--- src/rtl/sha256_digest_tx.sv ---
// Digest unload stage: snapshots the final SHA-256 state on load and streams it
// out as N_WORDS big-endian words (H0 first) over a valid/ready handshake.
module sha256_digest_tx #(
    parameter int WORD_W  = 32,
    parameter int N_WORDS = 8
) (
    input  logic                        CLK,
    input  logic                        RST,
    input  logic                        load,
    input  logic [WORD_W*N_WORDS-1:0]   digest_i,
    input  logic                        clr_ovf,
    output logic [WORD_W-1:0]           tx_data,
    output logic                        tx_valid,
    output logic                        tx_last,
    input  logic                        tx_ready,
    output logic                        busy,
    output logic                        overrun
);

    localparam int IDX_W = (N_WORDS > 1) ? $clog2(N_WORDS) : 1;

    // state | meaning
    // IDLE  | no digest held, outputs quiet
    // SEND  | digest held, presenting word[idx]
    localparam logic [0:0] IDLE = 1'b0;
    localparam logic [0:0] SEND = 1'b1;

    logic [0:0]                 state_q;
    logic [WORD_W*N_WORDS-1:0]  buf_q;
    logic [IDX_W-1:0]           idx_q;
    logic                       ovf_q;
    logic [WORD_W-1:0]          word_sel;
    logic                       in_send;
    logic                       at_last;
    logic                       xfer;
    logic                       reload;
    logic                       drop;

    assign in_send = (state_q == SEND);
    assign at_last = (idx_q == IDX_W'(N_WORDS - 1));
    assign xfer    = in_send & tx_ready;
    // A load is only accepted when the buffer is free at the coming edge.
    assign reload  = load & (~in_send | (xfer & at_last));
    assign drop    = load & ~reload;

    always_comb begin
        word_sel = '0;
        for (int i = 0; i < N_WORDS; i++) begin
            if (idx_q == IDX_W'(i)) begin
                word_sel = buf_q[(N_WORDS-1-i)*WORD_W +: WORD_W];
            end
        end
    end

    always_ff @(posedge CLK or posedge RST) begin
        if (RST) begin
            state_q <= IDLE;
            buf_q   <= '0;
            idx_q   <= '0;
        end else if (reload) begin
            state_q <= SEND;
            buf_q   <= digest_i;
            idx_q   <= '0;
        end else if (xfer) begin
            if (at_last) begin
                state_q <= IDLE;
                idx_q   <= '0;
            end else begin
                idx_q   <= idx_q + IDX_W'(1);
            end
        end
    end

    // Set beats clear when both land in the same cycle.
    always_ff @(posedge CLK or posedge RST) begin
        if (RST) begin
            ovf_q <= 1'b0;
        end else if (drop) begin
            ovf_q <= 1'b1;
        end else if (clr_ovf) begin
            ovf_q <= 1'b0;
        end
    end

    assign tx_valid = in_send;
    assign busy     = in_send;
    assign tx_last  = in_send & at_last;
    assign tx_data  = in_send ? word_sel : '0;
    assign overrun  = ovf_q;

endmodule

--- config.mk ---
export PLATFORM = sky130hd
export DESIGN_NAME = sha256_digest_tx
export DESIGN_NICKNAME = d
export VERILOG_FILES = /design/src/rtl/sha256_digest_tx.sv
export SDC_FILE = /design/constraint.sdc
export NUM_CORES = 1
export LEC_CHECK = 0
export ABC_AREA = 1
export CORE_MARGIN = 2
export CORE_UTILIZATION = 35
export CTS_BUF_LIST = sky130_fd_sc_hd__clkbuf_4 sky130_fd_sc_hd__clkbuf_8
export DETAILED_ROUTE_END_ITERATION = 16
export GPL_TIMING_DRIVEN = 0
export PLACE_DENSITY = 0.68
export REMOVE_ABC_BUFFERS = 1
export SLEW_MARGIN = 20
export SYNTH_ARGS = -nofsm -noshare
export SYNTH_HDL_FRONTEND = slang
export SYNTH_SLANG_ARGS = --single-unit
--- constraint.sdc ---
create_clock -name CLK -period 12.2 [get_ports CLK]
set_input_delay 2.44 -clock CLK [delete_from_list [all_inputs] [get_ports CLK]]
set_output_delay 2.44 -clock CLK [all_outputs]
set_load 0.01 [all_outputs]
==> metrics.txt <==
status completed; clock latency at the later pin of the worst-skew pair 0.62 ns; Critical Path Fanout Max 64; IO Count 297; H-tree depth 2; unrepaired setup endpoints after global routing no; Worst-Margin Slew 0.880 ns; Hold Fails Final Rpt 0; Tcrit/Tclk final 57.1%; GP Congestion 0.769; Slew Viols, Final 0; Sw Ratio 36.9%; TritonCTS buffer count 48; Die H 198 µm; RR Startpoint idx_q[0]; Ys Warns 0; Yosys top cell area share 49.6%; count of cell types in the netlist 21; Clock Path Buffers 3; clk slew on worst S/H paths 0.06 ns; required time of the critical path 9.76 ns; total power 0.00437 W; Hold-fix buffers, CTS 0; final instance count without filler cells 2,302; worst path arrival time 4.52 ns; vias per cell 4.64; post-CTS setup buffer count 0; Clk pwr share 21.2%; HP Start buf_q[17]; Gates resized, CTS repair 0; Logic pwr share 45.4%; CP cell instances inv_2, ha_1, clkinv_2, o21ai_0, inv_1, nand2_1, nand2_1, nand2_1, nand2_1, a21oi_1, clkdlybuf4s50_1; global-route wire length before repair 59.2 mm; Routed WL 37.8 mm; max incr delay on CP 0.68 ns; sequential share of power 33.4%; asr flop ratio synth 100%; PortBufs 296; Critical Path End Type output port; TritonCTS clock tree yes; initial core utilization 35.2%; Finish-stage setup viols 0; worst vdd ir 0.163 mV; Die Wd 198 µm; Reg2Reg Setup Slack 8.72 ns; depth of the worst hold-timing path 1; P_sw 0.00161 W; Starting DRT DRC Count 481; Avg Inst Size Synth 8.87 µm²; pre-CTS setup slack 6.11 ns; fmax 0.144 GHz; Post-Place Cells 2,216; final worst slack 5.24 ns; Post-synth top flop dfrtp_1; First-pass DRT Iterations 4; Synth Register Bits 261; Slew Limit Headroom 41.3%; Synth-to-Final Area Change 34.5%; worst reg2reg endpoint buf_q[191]; Final nets 2,022; leakage power 8.68 nW; max cap viols 0; Final HPWL DP 25.6 mm; Cell Area, Placed 0.0166 mm²; share of layout cells above drive strength 1 10.9%; R2R cell count 8; Wirelength per Cell 16.4 µm; crit path launch idx_q[2]; die area 0.0392 mm²; Pwr Density 247 mW/mm²; Critical Path Stages 11; number of global-route vias before repair 11,137; Layout Skew 0.0312 ns; most frequent CP cell nand2_1; # rows 71; most frequent cell after synthesis nand2_1; critical path class register to output port; sequential fraction of the synthesis area 49.6%; post-layout min period 6.96 ns; Detail Route Antenna Nets 0; final antenna diode count 0; CTS root buf clkbuf_8; area leader, netlist dfrtp_1; core area 0.0374 mm²; final-layout fill cell count 3,531; DRC 0; largest net degree at the start of global routing 106; total number of vias 10,692; Worst Hold Class register to register; all-layer global routing usage 19.5%; Clock Sinks 261; Mapped Area 0.0132 mm²; cell area after layout 0.0177 mm²; delay-heaviest family, CP buffers and inverters; aggregate global routing overflow 0; EDFF count, synth 0; CP startpoint kind register; CP bufs+invs 4; Post-synth top cells 329 x nand2_1, 261 x dfrtp_1, 212 x inv_1; Synth Instances 1,486; CP endpoint tx_data[10]; internal power 0.00276 W; Crit-path slowest cell clkinv_2; largest cells by area after synthesis dfrtp_1 50%, nand2_1 9.4%, mux2_1 8.5%; initial antenna violation count 3
[cell usage in the layout (no fill, tap or decap)]
cell,count
inv_4,2
inv_1,208
o21ai_0,98
dfrtp_2,1
clkinv_2,1
bufinv_16,1
buf_16,11
clkbuf_4,19
o21ai_2,1
clkbuf_8,64
a21oi_1,116
nor2_4,1
inv_8,1
nor2_1,118
mux2_2,59
dfrtp_1,260
clkinv_1,1
clkdlybuf4s50_1,296
inv_2,3
nand2_8,1
ha_1,5
nand2_1,326
clkinvlp_4,2
nand2_2,1
o22ai_1,3
mux2_1,100
nand3_1,65
ha_2,1
buf_12,1
nand2_4,2
mux2_4,23
[flip-flops by register name (all words and copies together) (netlist names)]
| signal | cells |
|---|---|
| buf_q | 256 |
| busy | 1 |
| idx_q | 3 |
| overrun | 1 |
[power by group through the flow]
stage                     logic [W]  clock network [W]  registers, W
final                       0.00199           0.000926       0.00146
after global routing        0.00224           0.000990       0.00151
after detailed placement    0.00201                  0       0.00148
after global placement      0.00195                  0       0.00146
after CTS                   0.00202           0.000953       0.00146
after floorplan             0.00121                  0       0.00142
[worst min path at each step]
| stage | endpoint |
|---|---|
| 2_1_floorplan | buf_q[0] |
| 3_3_place_gp | buf_q[187] |
| 3_5_place_dp | buf_q[1] |
| 4_1_cts | buf_q[1] |
| 5_1_grt | buf_q[21] |
| 6_report | buf_q[17] |
[metrics by stage]
step	TNS (ns)	util, %	hold WS, ns
after floorplan	0	-	0.459
after global placement	-300.17	43.5	0.469
after detailed placement	0	44.5	0.476
after CTS	0	47.4	0.489
after global routing	0	47.4	0.503
final	0	47.4	0.482
[final cells by class]
class                           count  area (µm²)  area share, %
Timing Repair Buffer              308        3290           18.5
Multi-Input combinational cell    920        5360           30.3
Inverter                          216         825           4.65
Sequential cell                   261        6530           36.9
Tap cell                          511         639           3.61
Clock inverter                      3        45.0          0.254
Clock buffer                       83        1020           5.78
[cell families after synthesis]
family / synth area share [%]
multiplexers: 16.2
adder cells (fa/ha/maj): 0.570
AND/OR/NAND/NOR: 15.3
flip-flops: 49.6
AO/OA/AOI/OAI: 8.34
buffers and inverters: 10.0
[per-layer routing]
| layer | up-vias | global-route usage, % | routed length [µm] |
|---|---|---|---|
| met5 | - | 0 | 41 |
| met4 | 6 | 6.21 | 794 |
| met3 | 69 | 6.90 | 3650 |
| met2 | 335 | 33.3 | 17600 |
| met1 | 5057 | 22.8 | 15700 |
| li1 | 5225 | - | - |
Note: power is estimated with default switching activity, not from simulation.
